## src/rtl/tmds_stream_encoder.sv

```systemverilog
// Purpose: NUM_CH-lane TMDS 8b/10b encoder (video / control / guard) with per-lane running disparity.
// Latency: 2 cycles from acceptance (S0 capture -> S1 q_m -> S2 symbol + disparity).
// Backpressure: all stages stall together while out_valid & ~out_ready; in_ready = ~stall.
// Ports:
//   clk, n_rst            rising-edge clock, asynchronous active-low reset
//   in_valid/in_ready     input handshake; in_mode 00 ctrl, 01 video, 10 guard, 11 ctrl
//   in_pixel/ctrl/guard   per-lane byte, {C1,C0}, raw 10-bit guard word
//   out_valid/out_ready   output handshake; out_data symbol per lane (bit 0 first)
//   out_disp              per-lane signed running disparity after last committed symbol
module tmds_stream_encoder #(
  parameter int NUM_CH = 3,
  parameter int CNT_W  = 5
) (
  input  logic                      clk,
  input  logic                      n_rst,
  input  logic                      in_valid,
  output logic                      in_ready,
  input  logic [1:0]                in_mode,
  input  logic [8*NUM_CH-1:0]       in_pixel,
  input  logic [2*NUM_CH-1:0]       in_ctrl,
  input  logic [10*NUM_CH-1:0]      in_guard,
  input  logic                      out_ready,
  output logic                      out_valid,
  output logic [10*NUM_CH-1:0]      out_data,
  output logic [CNT_W*NUM_CH-1:0]   out_disp
);

  localparam logic [1:0] MODE_VIDEO = 2'b01;
  localparam logic [1:0] MODE_GUARD = 2'b10;

  logic                      adv;

  logic                      s0_vld;
  logic [1:0]                s0_mode;
  logic [8*NUM_CH-1:0]       s0_pixel;
  logic [2*NUM_CH-1:0]       s0_ctrl;
  logic [10*NUM_CH-1:0]      s0_guard;

  logic                      s1_vld;
  logic [1:0]                s1_mode;
  logic [9*NUM_CH-1:0]       s1_qm;
  logic [2*NUM_CH-1:0]       s1_ctrl;
  logic [10*NUM_CH-1:0]      s1_guard;

  logic [9*NUM_CH-1:0]       qm_nxt;
  logic [10*NUM_CH-1:0]      sym_nxt;
  logic [CNT_W*NUM_CH-1:0]   cnt_nxt;

  // A full output register that is not being taken freezes the whole pipe.
  assign adv      = ~(out_valid & ~out_ready);
  assign in_ready = adv;

  for (genvar g = 0; g < NUM_CH; g++) begin : g_lane
    // ---------------- stage 1: transition minimisation ----------------
    logic [7:0] d;
    logic [3:0] n1_d;
    logic [8:0] qm;

    assign d = s0_pixel[8*g +: 8];

    always_comb begin
      n1_d = '0;
      for (int i = 0; i < 8; i++) n1_d = n1_d + 4'(d[i]);
      qm    = '0;
      qm[0] = d[0];
      if (n1_d > 4'd4 || (n1_d == 4'd4 && !d[0])) begin
        for (int i = 1; i < 8; i++) qm[i] = ~(qm[i-1] ^ d[i]);
        qm[8] = 1'b0;
      end else begin
        for (int i = 1; i < 8; i++) qm[i] = qm[i-1] ^ d[i];
        qm[8] = 1'b1;
      end
    end

    assign qm_nxt[9*g +: 9] = qm;

    // ---------------- stage 2: DC balance / mode select ----------------
    logic [8:0]              q;
    logic [1:0]              ctrl;
    logic [3:0]              n1;
    logic [3:0]              n0;
    logic signed [CNT_W-1:0] c;
    logic signed [CNT_W-1:0] diff;     // n1 - n0
    logic signed [CNT_W-1:0] two_q8;   // 2*q_m[8]
    logic signed [CNT_W-1:0] two_nq8;  // 2*~q_m[8]
    logic signed [CNT_W-1:0] c_nx;
    logic [9:0]              sym;

    assign q    = s1_qm[9*g +: 9];
    assign ctrl = s1_ctrl[2*g +: 2];
    assign c    = out_disp[CNT_W*g +: CNT_W];

    always_comb begin
      n1 = '0;
      for (int i = 0; i < 8; i++) n1 = n1 + 4'(q[i]);
      n0      = 4'd8 - n1;
      diff    = $signed({{(CNT_W-4){1'b0}}, n1}) - $signed({{(CNT_W-4){1'b0}}, n0});
      two_q8  = q[8] ? CNT_W'(2) : '0;
      two_nq8 = q[8] ? '0 : CNT_W'(2);
      sym     = s1_guard[10*g +: 10];
      c_nx    = c;
      case (s1_mode)
        MODE_VIDEO: begin
          if (c == '0 || n1 == n0) begin
            sym  = {~q[8], q[8], q[8] ? q[7:0] : ~q[7:0]};
            c_nx = q[8] ? c + diff : c - diff;
          end else if ((!c[CNT_W-1] && n1 > n0) || (c[CNT_W-1] && n0 > n1)) begin
            // c is nonzero here, so the sign bit alone separates c > 0 from c < 0.
            sym  = {1'b1, q[8], ~q[7:0]};
            c_nx = c + two_q8 - diff;
          end else begin
            sym  = {1'b0, q[8], q[7:0]};
            c_nx = c - two_nq8 + diff;
          end
        end
        MODE_GUARD: begin
          sym  = s1_guard[10*g +: 10];
          c_nx = c;
        end
        default: begin
          c_nx = '0;
          case (ctrl)
            2'b00:   sym = 10'h354;
            2'b01:   sym = 10'h0AB;
            2'b10:   sym = 10'h154;
            default: sym = 10'h2AB;
          endcase
        end
      endcase
    end

    assign sym_nxt[10*g +: 10]       = sym;
    assign cnt_nxt[CNT_W*g +: CNT_W] = c_nx;
  end

  always_ff @(posedge clk or negedge n_rst) begin
    if (!n_rst) begin
      s0_vld    <= 1'b0;
      s0_mode   <= '0;
      s0_pixel  <= '0;
      s0_ctrl   <= '0;
      s0_guard  <= '0;
      s1_vld    <= 1'b0;
      s1_mode   <= '0;
      s1_qm     <= '0;
      s1_ctrl   <= '0;
      s1_guard  <= '0;
      out_valid <= 1'b0;
      out_data  <= '0;
      out_disp  <= '0;
    end else if (adv) begin
      s0_vld    <= in_valid;
      s0_mode   <= in_mode;
      s0_pixel  <= in_pixel;
      s0_ctrl   <= in_ctrl;
      s0_guard  <= in_guard;
      s1_vld    <= s0_vld;
      s1_mode   <= s0_mode;
      s1_qm     <= qm_nxt;
      s1_ctrl   <= s0_ctrl;
      s1_guard  <= s0_guard;
      out_valid <= s1_vld;
      // Bubbles leave both the last symbol and the disparity untouched.
      if (s1_vld) begin
        out_data <= sym_nxt;
        out_disp <= cnt_nxt;
      end
    end
  end

endmodule

```

## config.mk

```make
export PLATFORM = sky130hd
export DESIGN_NAME = tmds_stream_encoder
export DESIGN_NICKNAME = d
export VERILOG_FILES = /design/src/rtl/tmds_stream_encoder.sv
export SDC_FILE = /design/constraint.sdc
export NUM_CORES = 1
export LEC_CHECK = 0
export CAP_MARGIN = 25
export CORE_MARGIN = 2
export CORE_UTILIZATION = 29
export DETAILED_ROUTE_END_ITERATION = 6
export GPL_TIMING_DRIVEN = 1
export SETUP_SLACK_MARGIN = 0.3
export SYNTH_ARGS = -nofsm -noshare
export SYNTH_HDL_FRONTEND = slang
export SYNTH_SLANG_ARGS = --single-unit
export TNS_END_PERCENT = 30
```

## constraint.sdc

```tcl
create_clock -name clk -period 6.4 [get_ports clk]
set_input_delay 0.64 -clock clk [delete_from_list [all_inputs] [get_ports clk]]
set_output_delay 0.64 -clock clk [all_outputs]
set_load 0.03 [all_outputs]
```

==> metrics.md, run 1 <==
| Metric | Value |
|---|---|
| Cells after Synth | 1203 |
| Top_reg_cell synth | dfrtp_1 |
| Setup violators final | 0 |
| Drt wl/cell | 14.94 µm |
| Initial core utilization | 29.19% |
| FFs w/ async S/R, synth | 100.0% |
| Pins Over Slew Limit | 0 |
| Max Cap Violations | 0 |
| CP Data Required Time | 6740 ps |
| Clock skew | 11.38 ps |
| Netlist cell types | 63 |
| Post-synthesis average cell area | 9.076 µm² |
| Diodes inserted | 0 |
| Pre-antenna DRT Iters | 5 |
| Crit Path Class | reg2reg |
| Clock transition at the registers of the reported paths | 80 ps |
| Die H | 198.0 µm |
| Root buffer cell | clkbuf_16 |
| Post_cts resized | 0 |
| DRT iter0 DRCs | 436 |
| R2R Setup Slk | 630 ps |
| Synth cell count leaders | nand2_1, dfrtp_1, inv_1 |
| CTS Sinks | 175 |
| Layout Cells excl Fill | 1811 |
| Layout cells sized above 1 | 5.462% |
| Sequential share of the synthesized area | 40.11% |
| WP data arrival | 6110 ps |
| Launch point of the worst path | s1_qm[1] |
| Antenna viol nets, final | 0 |
| Placer Congestion | 0.8006 |
| Initial antenna violation count | 0 |
| Count leader, synth | nand2_1 |
| CTS tree | yes |
| Top-area cell type share of the netlist area | 40.11% |
| Unrepaired setup endpoints after global routing | no |
| Largest net degree at the start of global routing | 108 |
| Hold Fails Final Rpt | 0 |
| Synth area leader | dfrtp_1 |
| Clk buf depth | 2 |
| # placed instances | 1778 |
| Minimum clock period after layout | 5772 ps |
| Width of the die | 198.0 µm |
| Clock Latency Late Sink | 440 ps |
| CTS buffer count | 17 |
| CP endpoint kind | flip-flop |
| Hold buffers post-CTS | 0 |
| Netlist Area Pre-Place | 10920 µm² |
| Final Cycle Share | 90.19% |
| RR Startpoint | s1_qm[1] |
| PortBufs | 112 |
| Core box area | 37400 µm² |
| Setup repair bufs after CTS | 0 |
| H-tree depth | 4 |
| Setup TNS | 0 ps |
| Capturing point of the worst reg2reg path | out_disp[4] |
| Drc violations | 0 |
| EDFF count, synth | 0 |
| Dpl hpwl | 19.62 mm |
| Warnings from Yosys | 0 |
| Worst hold path type | in2async |
| Slew HR | 38.40% |
| Total number of vias | 8335 |
| Outcome | finished, final reports clean |
| Area grow syn2layout | 20.64% |
| Detailed Route WL | 27.06 mm |
| Slew @ Worst Pin | 924.0 ps |
| Startpoint Class | flip-flop |
| Crit Path Max Fanout | 6 |
| Ranking of synthesized cells by area | dfrtp_1, nand2_1, ha_1, fa_1, xnor2_1 |
| Seq cells post-synth | 175 |
| Vias/cell | 4.602 |
| Die area | 39220 µm² |
| GRT Overall Usage | 14.45% |
| Overflow after GRT | 0 |
| # rows | 71 |
| Fin nets | 1461 |
| First-pass GRT wire length | 44.32 mm |
| Ports | 113 |
| Fmax | 173.2 MHz |
| Worst reg2reg path depth | 20 |
| Net Count, Synth | 1376 |
| Vias in the first global route | 8580 |
## routing by layer
metal | vias up | routed length (µm) | GRT usage (%)
met2 | 163 | 13450 | 24.53
met3 | 35 | 1034 | 2.810
met1 | 4068 | 12140 | 18.56
met5 | - | 0 | 0
met4 | 0 | 438 | 4.456
li1 | 4069 | - | -
## worst max path at each step
stage	end	slack, ps	cells after the start
6_report	out_disp[4]	630	20
5_1_grt	out_disp[4]	320	21
4_1_cts	out_disp[4]	560	20
3_5_place_dp	out_disp[4]	590	20
3_3_place_gp	out_disp[4]	790	20
2_1_floorplan	out_disp[4]	1020	20
## layout make-up
class | instances | area, µm²
clock buffer | 18 | 439.2
sequential | 175 | 4379
fill | 3852 | 24230
multi-input combinational | 853 | 5893
inverter | 118 | 445.4
timing repair buffer | 123 | 1245
tap | 511 | 639.4
clock inverter | 13 | 130.1
## cells by family after synthesis
family                     after synthesis  synth area share [%]
adders and majority gates              107                 14.94
muxes                                   17                 1.845
AOI/OAI and AO/OA                      209                 12.62
DFF                                    175                 40.11
buffers and inverters                  175                 6.108
and+or+nand+nor                        424                 15.90
xor gates and xnor gates                96                 8.481
## through the flow
| step | hold slack (ps) | setup WS [ps] | util [%] | instance area [µm²] |
|---|---|---|---|---|
| after floorplan | 344.4 | 1017 | - | 10920 |
| after global placement | 451.6 | 794.6 | 33.51 | 12530 |
| after detailed placement | 454.9 | 594.6 | 33.51 | 12530 |
| after CTS | 401.0 | 562.5 | 35.03 | 13100 |
| after global routing | 85.61 | 321.9 | 35.22 | 13170 |
| final | 88.38 | 627.8 | 35.22 | 13170 |
## placed cells by master, fill, tap and decap left out, types with 8 or more instances in the layout
cell type	n
nand2_1	316
dfrtp_1	175
inv_1	116
clkdlybuf4s50_1	111
xnor2_1	68
ha_1	68
o21ai_0	63
nor2_1	56
a21oi_1	56
fa_1	39
xor2_1	21
clkbuf_16	17
a221oi_1	16
a21o_1	12
mux2i_1	10
buf_4	9
and2_1	8
## critical path, cell delays in order (launching register included)
cell and delay (ps):
dfrtp_1 390, inv_1 120, fa_1 440, fa_1 460, fa_1 490, inv_1 40, ha_1 200, fa_1 510
xnor2_4 270, inv_1 80, ha_1 370, nor2b_1 70, mux2i_1 290, o221ai_1 320, xor2_1 250, ha_1 350
a21oi_1 60, or3_1 330, o22a_1 220, and3_1 180, o31ai_1 240
## registers in the layout (all words and copies together) (netlist names)
name,cells
s1_qm,27
out_data,30
s0_guard,30
s0_pixel,24
s1_ctrl,6
s0_vld,1
out_valid,1
s1_mode,2
out_disp,15
s1_vld,1
s1_guard,30
s0_ctrl,6
s0_mode,2
Power of run 1 is not shown: default switching activity piles up to over one toggle a cycle in this logic, so the estimate is an artifact.
==> run 2, diff against run 1 <==
--- a/config.mk
+++ b/config.mk
@@ -5,11 +5,13 @@
 export SDC_FILE = /design/constraint.sdc
 export NUM_CORES = 1
 export LEC_CHECK = 0
+export ABC_CLOCK_PERIOD_IN_PS = 6400
 export CAP_MARGIN = 25
 export CORE_MARGIN = 2
 export CORE_UTILIZATION = 29
 export DETAILED_ROUTE_END_ITERATION = 6
 export GPL_TIMING_DRIVEN = 1
+export RECOVER_POWER = 25
 export SETUP_SLACK_MARGIN = 0.3
 export SYNTH_ARGS = -nofsm -noshare
 export SYNTH_HDL_FRONTEND = slang
==> run 2 against run 1 <==
Effect of this change:
- the flow now finishes with violations (capacitance limit, slew limit)
- maximum frequency increased by 0.14%
- setup slack improved by 7.8 ps
- routed wire length about the same
- sequential share of layout area increased by 0.057 points
- critical endpoint unchanged
- largest cell class unchanged
==> metrics.md, run 2 (same netlist as run 1, synthesis figures left out) <==
| Metric | Value |
|---|---|
| Outcome | complete, but fails checks |
| Failing checks | capacitance limit, slew limit |
| Core box area | 37400 µm² (unchanged) |
| Setup violators final | 0 (unchanged) |
| Placed inst area | 12530 µm² (unchanged) |
| Crit Path Max Fanout | 6 (unchanged) |
| First-pass GRT wire length | 44.32 mm (unchanged) |
| Final Cycle Share | 90.07% (-0.12 points) |
| Final core occ | 35.16% (-0.060 points) |
| Worst hold path type | reg2reg |
| Fin nets | 1461 (unchanged) |
| Width of the die | 198.0 µm (unchanged) |
| Total number of vias | 8328 (-0.084%) |
| Hold Fails Final Rpt | 0 (unchanged) |
| Vias in the first global route | 8580 (unchanged) |
| Crit Path Class | reg2reg |
| Most frequent cells in the layout | nand2_1, dfrtp_1, inv_1 |
| Initial antenna violation count | 0 (unchanged) |
| Fmax | 173.5 MHz (+0.14%) |
| Antenna viol nets, final | 0 (unchanged) |
| Largest net degree at the start of global routing | 108 (unchanged) |
| Clock skew | 11.14 ps (-0.2418 ps) |
| PortBufs | 112 (unchanged) |
| Clock Latency Late Sink | 440 ps (about the same) |
| Top flop regs | out_data x30, s0_guard x30, s1_guard x30 |
| Vias/cell | 4.599 (about the same) |
| Commonest non-fill, non-tap cell in the layout | nand2_1 |
| FILL cells | 3853 (+0.026%) |
| DRT iter0 DRCs | 459 (+5.3%) |
| Drc violations | 0 (unchanged) |
| H-tree depth | 4 (unchanged) |
| Diodes inserted | 0 (unchanged) |
| WP data arrival | 6110 ps (about the same) |
| CTS tree | yes |
| Placer Congestion | 0.8006 (unchanged) |
| Dpl hpwl | 19.62 mm (unchanged) |
| Setup WS post-layout | 635.6 ps (+7.844 ps) |
| Pre-antenna DRT Iters | 5 (unchanged) |
| Post_cts resized | 0 (unchanged) |
| Pins Over Slew Limit | 110 (+110) |
| Slew @ Worst Pin | 3539 ps (+2615 ps) |
| CP Data Required Time | 6740 ps (about the same) |
| Die area | 39220 µm² (unchanged) |
| Setup repair bufs after CTS | 0 (unchanged) |
| Hold buffers post-CTS | 0 (unchanged) |
| Die H | 198.0 µm (unchanged) |
| # rows | 71 (unchanged) |
| Setup TNS | 0 ps (unchanged) |
| Unrepaired setup endpoints after global routing | no |
| Startpoint Class | flip-flop |
| Post-route cell area | 13150 µm² (-0.17%) |
| GRT Overall Usage | 14.45% (unchanged) |
| Ports | 113 (unchanged) |
| Layout cells sized above 1 | 5.308% (-0.15 points) |
| Detailed Route WL | 27.05 mm (about the same) |
| Area grow syn2layout | 20.43% |
| Initial core utilization | 29.19% (unchanged) |
| Clk buf depth | 2 (unchanged) |
| Max Cap Violations | 2 (+2) |
| Setup slack at placement | 594.6 ps (unchanged) |
| Drt wl/cell | 14.94 µm (about the same) |
| Clock transition at the registers of the reported paths | 70 ps (about the same) |
| Root buffer cell | clkbuf_16 |
| Slew HR | -135.9% (-170 points) |
| Overflow after GRT | 0 (unchanged) |
| CTS Sinks | 175 (unchanged) |
| CTS buffer count | 17 (unchanged) |
| CP endpoint kind | flip-flop |
| Minimum clock period after layout | 5764 ps (-7.844 ps) |
-- run 2: worst paths after layout --
path / depth (start not counted) / slack, ps / endpoint / from
setup / recovery: 20 / 640 / out_disp[4] / s1_qm[1]
min in group asynchronous: 1 / 670 / s1_ctrl[0] / n_rst
max in group asynchronous: 2 / 1450 / s1_qm[9] / n_rst
setup reg to reg: 20 / 640 / out_disp[4] / s1_qm[1]
hold reg to reg: 2 / 470 / s0_guard[24] / s0_guard[24]
hold / removal: 2 / 470 / s0_guard[24] / s0_guard[24]
-- run 2: per-layer routing --
metal	wire (µm)	GRT usage [%]	vias to the layer above
met1	12010	18.56	4048
met5	0	0	-
met3	1178	2.810	38
li1	-	-	4074
met2	13400	24.53	168
met4	468	4.456	0
-- run 2: worst max-delay path: stages, from the launching register on --
cell and delay (ps):
dfrtp_1 390, inv_1 110, fa_1 440, fa_1 460, fa_1 490, inv_1 40, ha_1 200, fa_1 510
xnor2_4 270, inv_1 80, ha_1 370, nor2b_1 70, mux2i_1 290, o221ai_1 320, xor2_1 250, ha_1 350
a21oi_1 60, or3_1 330, o22a_1 220, and3_1 180, o31ai_1 230
-- run 2: per-stage QoR --
stage               hold slack (ps)  cells
finish                        467.6   1811
global route                  489.9   1811
CTS                           401.0   1809
detailed placement            454.9   1778
global placement              451.6   1778
floorplan                     344.4   1203
-- run 2: area by class of cell --
type	instances	area, µm²	area share (%)
Tap cell	511	639.4	4.862
Timing Repair Buffer	123	1222	9.297
Clock buffer	18	439.2	3.340
Sequential cell	175	4379	33.30
Clock inverter	13	130.1	0.9896
Inverter	118	445.4	3.388
Multi-Input combinational cell	853	5893	44.82
Power of run 2 is left out for the same reason.
